[src/rtl/pcm_uart_tx.sv]
// PCM sample serializer: one-entry holding buffer feeding an 8N1 (or 8E1) UART
// transmitter. All outputs are registered so the serial line never glitches.
module pcm_uart_tx #(
    parameter int CLKS_PER_BIT = 868,
    parameter int PARITY_EN    = 0
) (
    input  logic       clk,
    input  logic       reset,
    input  logic [7:0] data_in,
    input  logic       data_valid,
    output logic       data_ready,
    output logic       txd,
    output logic       busy,
    output logic       overrun
);

    typedef enum logic [2:0] {
        S_IDLE,
        S_START,
        S_DATA,
        S_PARITY,
        S_STOP
    } state_t;

    localparam logic [15:0] LP_LAST = 16'(CLKS_PER_BIT - 1);

    state_t      r_state, w_state_nxt;
    logic [15:0] r_cnt, w_cnt_nxt;
    logic [2:0]  r_idx, w_idx_nxt;
    logic [7:0]  r_shift, w_shift_nxt;
    logic        r_par, w_par_nxt;
    logic [7:0]  r_buf_data, w_buf_data_nxt;
    logic        r_buf_full, w_buf_full_nxt;
    logic        r_ready;
    logic        r_txd, w_txd_nxt;
    logic        r_busy;
    logic        r_overrun;
    logic        w_tick;
    logic        w_load;
    logic        w_accept;

    assign w_tick   = (r_cnt == LP_LAST);
    assign w_accept = data_valid & r_ready;

    always_comb begin
        w_state_nxt    = r_state;
        w_cnt_nxt      = (r_state == S_IDLE || w_tick) ? 16'd0 : r_cnt + 16'd1;
        w_idx_nxt      = r_idx;
        w_shift_nxt    = r_shift;
        w_par_nxt      = r_par;
        w_buf_data_nxt = r_buf_data;
        w_buf_full_nxt = r_buf_full;
        w_load         = 1'b0;

        unique case (r_state)
            S_IDLE: begin
                if (r_buf_full) w_load = 1'b1;
            end
            S_START: begin
                if (w_tick) begin
                    w_state_nxt = S_DATA;
                    w_idx_nxt   = 3'd0;
                end
            end
            S_DATA: begin
                if (w_tick) begin
                    w_shift_nxt = {1'b0, r_shift[7:1]};
                    w_par_nxt   = r_par ^ r_shift[0];
                    w_idx_nxt   = r_idx + 3'd1;
                    if (r_idx == 3'd7)
                        w_state_nxt = (PARITY_EN != 0) ? S_PARITY : S_STOP;
                end
            end
            S_PARITY: begin
                if (w_tick) w_state_nxt = S_STOP;
            end
            S_STOP: begin
                if (w_tick) begin
                    if (r_buf_full) w_load = 1'b1;
                    else            w_state_nxt = S_IDLE;
                end
            end
            default: w_state_nxt = S_IDLE;
        endcase

        // Load and accept are mutually exclusive: load needs a full buffer,
        // accept needs an empty one.
        if (w_load) begin
            w_state_nxt    = S_START;
            w_shift_nxt    = r_buf_data;
            w_par_nxt      = 1'b0;
            w_cnt_nxt      = 16'd0;
            w_buf_full_nxt = 1'b0;
        end
        if (w_accept) begin
            w_buf_data_nxt = data_in;
            w_buf_full_nxt = 1'b1;
        end

        unique case (w_state_nxt)
            S_START:  w_txd_nxt = 1'b0;
            S_DATA:   w_txd_nxt = w_shift_nxt[0];
            S_PARITY: w_txd_nxt = w_par_nxt;
            default:  w_txd_nxt = 1'b1;
        endcase
    end

    always_ff @(posedge clk or negedge reset) begin
        if (!reset) begin
            r_state    <= S_IDLE;
            r_cnt      <= 16'd0;
            r_idx      <= 3'd0;
            r_shift    <= 8'd0;
            r_par      <= 1'b0;
            r_buf_data <= 8'd0;
            r_buf_full <= 1'b0;
            r_ready    <= 1'b1;
            r_txd      <= 1'b1;
            r_busy     <= 1'b0;
            r_overrun  <= 1'b0;
        end else begin
            r_state    <= w_state_nxt;
            r_cnt      <= w_cnt_nxt;
            r_idx      <= w_idx_nxt;
            r_shift    <= w_shift_nxt;
            r_par      <= w_par_nxt;
            r_buf_data <= w_buf_data_nxt;
            r_buf_full <= w_buf_full_nxt;
            r_ready    <= ~w_buf_full_nxt;
            r_txd      <= w_txd_nxt;
            r_busy     <= (w_state_nxt != S_IDLE);
            r_overrun  <= data_valid & ~r_ready;
        end
    end

    assign data_ready = r_ready;
    assign txd        = r_txd;
    assign busy       = r_busy;
    assign overrun    = r_overrun;

endmodule

[config.mk]
export PLATFORM = sky130hd
export DESIGN_NAME = pcm_uart_tx
export DESIGN_NICKNAME = d
export VERILOG_FILES = /design/src/rtl/pcm_uart_tx.sv
export SDC_FILE = /design/constraint.sdc
export NUM_CORES = 1
export LEC_CHECK = 0
export CORE_MARGIN = 5
export CORE_UTILIZATION = 30
export CTS_BUF_LIST = sky130_fd_sc_hd__clkbuf_4 sky130_fd_sc_hd__clkbuf_8
export CTS_CLUSTER_SIZE = 28
export DETAILED_ROUTE_END_ITERATION = 16
export PLACE_DENSITY_LB_ADDON = 0.1
export RECOVER_POWER = 50
export SLEW_MARGIN = 10
export SYNTH_ARGS = -nofsm -noshare
export SYNTH_HDL_FRONTEND = slang
export SYNTH_SLANG_ARGS = --single-unit
export TNS_END_PERCENT = 50
[constraint.sdc]
create_clock -name clk -period 2.25 [get_ports clk]
set_input_delay 0.45 -clock clk [delete_from_list [all_inputs] [get_ports clk]]
set_output_delay 0.45 -clock clk [all_outputs]
set_load 0.05 [all_outputs]
# --- Word level (Yosys, flattened, before mapping) ---
# Cells that the tools add are included.
word_totals:
  reg_bits: 44
  in_bits: 11
  out_inout_bits: 4
  word_cells: 63
classes:
  n_addsub: 2
  n_eq_ne: 11
  muxes: 25
  n_bitwise: 5
  reduce_logical: 8
op_table:
  columns: ["cell", "n"]
  rows:
  - ["2-to-1 mux 16 bit", 2]
  - ["2-to-1 mux 3 bit", 9]
  - ["2-to-1 mux 8 bit", 3]
  - ["adder 16 x 1 -> 16 bit, second input constant", 1]
  - ["equality test 16 x 10 -> 1 bit, second input constant", 1]
  - ["case mux 3 bit (5 select lines)", 1]
  - ["equality test 3 x 2 -> 1 bit, second input constant", 4]
  - ["2-to-1 mux 1 bit", 7]
  - ["equality test 3 x 1 -> 1 bit, second input constant", 2]
  - ["equality test 3 bit, second input constant", 2]
  - ["case mux 3 bit (2 select lines)", 1]
  - ["nonzero test 2 bit", 3]
  - ["inequality test 2 bit, second input constant", 2]
  - ["adder 3 x 1 -> 3 bit, second input constant", 1]
  - ["zero test 3 bit", 1]
  - ["case mux 1 bit (3 select lines)", 1]
  - ["AND reduction 3 bit", 1]
  - ["nonzero test 3 bit", 1]
  - ["AND 1 bit", 2]
  - ["inverter 1 bit", 2]
  - ["case mux 1 bit (2 select lines)", 1]
  - ["AND reduction 2 bit", 1]
  - ["logical OR 1 bit", 1]
  - ["bitwise XOR 1 bit", 1]

# --- Logic depth before layout (Yosys ltp) ---
depth:
  ltp_word: 7
  ltp_mapped: 7
  ltp_nobuf: 6

# --- Worst setup path before layout ---
# OpenSTA, ideal clock, no wires.
synth_path:
  path_type: "register -> register"
  from: "reg r_cnt[0]"
  to: "reg r_shift[0]"
  setup_time_ns: 0.131
  arrival_time_ns: 1.703
  required_time_ns: 2.119
  slack_ns: 0.415
  path_stages_with_launch: 7
  n_path_buf: 0
  synth_period_minus_slack_ns: 1.835
  path_cell_list: "dfrtp_1 -> ha_1 -> nor4b_4 -> nand4_4 -> nor3_4 -> mux2i_1 -> mux2i_1"
synth_between:
  elab_chain_cells: 4
  word_cells_on_any_way: 6
  cone_classes: "eq/ne: 1; mux: 5"
synth_rtl:
  columns: ["element", "line", "text"]
  rows:
  - ["from (decl)", "28", "logic [15:0] r_cnt, w_cnt_nxt;"]
  - ["from (signal assigned)", "123", "r_cnt <= w_cnt_nxt;"]
  - ["equality test 16 x 10 -> 1 bit *", "42", "assign w_tick = (r_cnt == LP_LAST);"]
  - ["2-to-1 mux 1 bit / 2-to-1 mux 8 bit (equally long branches)", "78, 66", null]
  - ["case mux 1 bit (2 select lines) / 2-to-1 mux 8 bit (equally long branches)", "55", "unique case (r_state)"]
  - ["2-to-1 mux 8 bit *", "88", "if (w_load) begin"]
  - ["net w_shift_nxt[0]", "30", "logic [7:0] r_shift, w_shift_nxt;"]
  - ["to (signal assigned)", "125", "r_shift <= w_shift_nxt;"]
  - ["to (decl)", "30", null]
# The timed path passes the listed nets; every way through them passes the cells marked *. The select of a mux whose other input is x is not followed.
# A chain may end at the register's enable or synchronous reset.

# --- Worst setup path after layout ---
layout_path:
  from: "reg r_ready (netlist: data_ready)"
  to: "out data_ready"
layout_rtl:
  columns: ["element", "line", "text"]
  rows:
  - ["from (decl)", "34", "logic r_ready;"]
  - ["from (signal assigned)", "129", "r_ready <= ~w_buf_full_nxt;"]
  - ["to (decl)", "11", "output logic data_ready,"]
# No word-level cell between the ends.

==> impl_metrics.tcl <==
set metrics [dict create \
    outcome "finished clean" \
    globalRouteTotalUtil_pct 10.4 \
    synth-seq-cells 44 \
    cts_tree "built" \
    max_cap_violations 0 \
    buf_inv_stages_crit_path 1 \
    drtPass1Iterations 4 \
    routed_length_per_placed_instance_um 14.0 \
    ys_warn_count 0 \
    slew_of_the_pin_with_the_lowest_slew_margin_ps 1300 \
    final_area_um2 2410 \
    io_buffers 14 \
    worstSetupEndpointType "primary output" \
    number_of_fillers_in_the_final_layout 667 \
    max_slew_violation_count 0 \
    max_freq_mhz 475 \
    critical_path_cell_count 1 \
    core.rowCount 30 \
    grt_pass1_vias 1478 \
    placeableCoreArea_um2 6720 \
    grt_first_pass_wirelength_mm 7.18 \
    worstReg2RegStart "r_cnt[0]" \
    number_of_diodes_added_for_antenna_fixing 0 \
    post_layout_nonfiller_instances 286 \
    die_area_um2 8570 \
    worstSetupStartpointType "flip-flop" \
    reg_to_reg_end "busy" \
    dieHeight_um 92.6 \
    quantity_of_hold_fixing_buffers_added_after_cts 0 \
    holdWs_ps 418 \
    detailed_place.area_um2 2310 \
    postCtsResizedCells 0 \
    clock-skew-final_ps 3.90 \
    area.sequential_um2 1100 \
    num_vias 1401 \
    maximum_vdd_drop_uv 332 \
    clockBufferDepth 2 \
    area_growth_pct 17.8 \
    netlist_top_cells_area "sky130_fd_sc_hd__dfrtp_1 51%, sky130_fd_sc_hd__nor2_1 4.8%, sky130_fd_sc_hd__mux2_2 4.4%, sky130_fd_sc_hd__xnor2_1 3.4%, sky130_fd_sc_hd__xor2_1 3.0%" \
    final_net_count 219 \
    power_mw 1.61 \
    critical_path.startpoint "data_ready" \
    post-route-drc-count 0 \
    path_depth_of_the_worst_reg2reg_path 6 \
    power_density_nw_per_um2 666 \
    cts_root_buf "sky130_fd_sc_hd__clkbuf_8" \
    timing.critical_path.slowest_cell_delay_ps 810 \
    syn_inst 184 \
    final_hold_viol_count 0 \
    setup-tns-final_ps 0 \
    post-route-min-period_ps 2100 \
    postSynth.asyncResetShare_pct 100 \
    drive_gt1_share_pct 14.6 \
    synth.yosys.seq_area_share_pct 53.9 \
    timing.critical_path.cells "clkdlybuf4s50_1" \
    start_util_pct 30.4 \
    h_tree_lvls 2 \
    clk_pin_slew_worst_paths_ps 90 \
    postLayoutCoreUtil_pct 35.9 \
    synthesis.area_per_instance_um2 11.1 \
    overall_overflow_remaining_after_global_route 0 \
    ant_nets 0 \
    worst-endpoint-arrival_ps 1650 \
    pre_cts_worst_setup_slack_ps 284 \
    synth-main-ff-cell "sky130_fd_sc_hd__dfrtp_1" \
    rsz0062_at_grt "false" \
    worst_ep_required_time_ps 1800 \
    mappedNetlistArea_um2 2050 \
    p_leak_nw 1.11 \
    post-route-worst-setup-slack_ps 146 \
    place_hpwl_mm 2.89 \
    max-slew-margin-rel_pct 13.6 \
    setup_viol 0 \
    clock_insertion_delay_worst_skew_ps 290 \
    r2r_slack_ps 290 \
    path_class "flip-flop to primary output" \
    timing.critical_path.max_delay_family "buffers and inverters" \
    period_share_pct 93.5 \
    synth.lib_cells_used.distinct 38 \
    total_cts_buffers 5 \
    detailedRoute.firstIterationViolations 55 \
    min-delay-path-class "primary input to asynchronous set/reset pin" \
    post-cts-setup-buffer-count 0 \
    synth.net_count 198 \
    synth_top_area_share_pct 51.4 \
    post-synth-top-area-cell "sky130_fd_sc_hd__dfrtp_1" \
    placedCellCount 278 \
    gp_congestion 0.781 \
    antenna_violations_before_repair 0 \
    boundaryPins 15 \
    route.final.wire_length_mm 4.00 \
    synth_edf_count 0 \
    critPathSlowestCell "sky130_fd_sc_hd__clkdlybuf4s50_1" \
    clock_tree_sinks 44 \
    grt_start_max_net_pins 24 \
    worst-path-max-fanout 3 \
    multiInputGateArea_um2 900 \
    post_drt_via_cell_ratio 4.90 \
    die-width_um 92.6 \
]
-- layer usage --
layer	GRT usage (%)	vias to the layer above	part of all wire, %
li1	-	682	-
met1	14.2	697	47
met2	15.4	15	48
met3	2.76	7	3.1
met4	4.70	0	2.2
met5	0	-	0
-- cell usage after synthesis, drive strengths merged (2+ instances only) --
cell type,instances
a21oi,4
a22o,6
nand2b,2
xnor2,8
nand2,13
nand3,9
nor4,4
clkbuf,4
a21o,6
dfrtp,42
ha,3
or3,2
dfstp,2
inv,6
a31oi,2
and4,2
nor2,26
xor2,7
mux2i,2
o2bb2ai,3
o21ai,4
nor2b,5
nor3,3
mux2,8
and3,2
-- report_power, final --
group / total (mW) / switching (mW) / leakage [nW] / internal [mW]
Clock: 0.616 / 0.282 / 0.0548 / 0.334
Combinational: 0.113 / 0.0505 / 0.491 / 0.0624
Sequential: 0.876 / 0.0280 / 0.563 / 0.848
-- kinds of logic after synthesis --
group	Yosys count	synth area share, %
simple gates	72	19.9
compound gates	29	10.4
xor+xnor	15	6.42
mux	10	5.38
flops	44	53.9
buf+inv	11	2.08
fa+ha+maj	3	1.84
-- placed cells by master (no fill, tap or decap), drive strengths merged, types with 4 or more instances in the layout --
cell type | synthesis | final
a21oi | 4 | 4
clkdlybuf4s50 | 0 | 12
a22o | 6 | 6
nand3 | 9 | 9
clkbuf | 4 | 7
buf | 1 | 4
nor4 | 4 | 4
nor2 | 26 | 26
o21ai | 4 | 4
inv | 6 | 7
dfrtp | 42 | 42
nand2 | 13 | 13
nor2b | 5 | 5
a21o | 6 | 6
xnor2 | 8 | 8
mux2 | 8 | 8
xor2 | 7 | 7
-- flip-flops by register name (all words and copies together) (netlist names) --
| signal | cells |
|---|---|
| r_idx | 3 |
| r_par | 1 |
| r_shift | 8 |
| overrun | 1 |
| txd | 1 |
| busy | 1 |
| r_cnt | 16 |
| r_buf_data | 8 |
| data_ready | 1 |
| r_buf_full | 1 |
| r_state | 3 |
-- worst max path at each step --
stage          slack [ps]          to
6_report              150  data_ready
2_1_floorplan         420  r_shift[0]
3_5_place_dp          280  r_shift[4]
3_3_place_gp          340  r_shift[0]
5_1_grt                80  data_ready
4_1_cts               120  data_ready
-- area by class of cell --
type	instances	area share (%)
Clock buffer	5	2.86
Clock inverter	3	1.92
Inverter	6	0.935
Multi-Input combinational cell	129	37.3
Sequential cell	44	45.8
Tap cell	80	4.15
Timing Repair Buffer	19	7.01
Note: power is estimated with default switching activity, not from simulation.
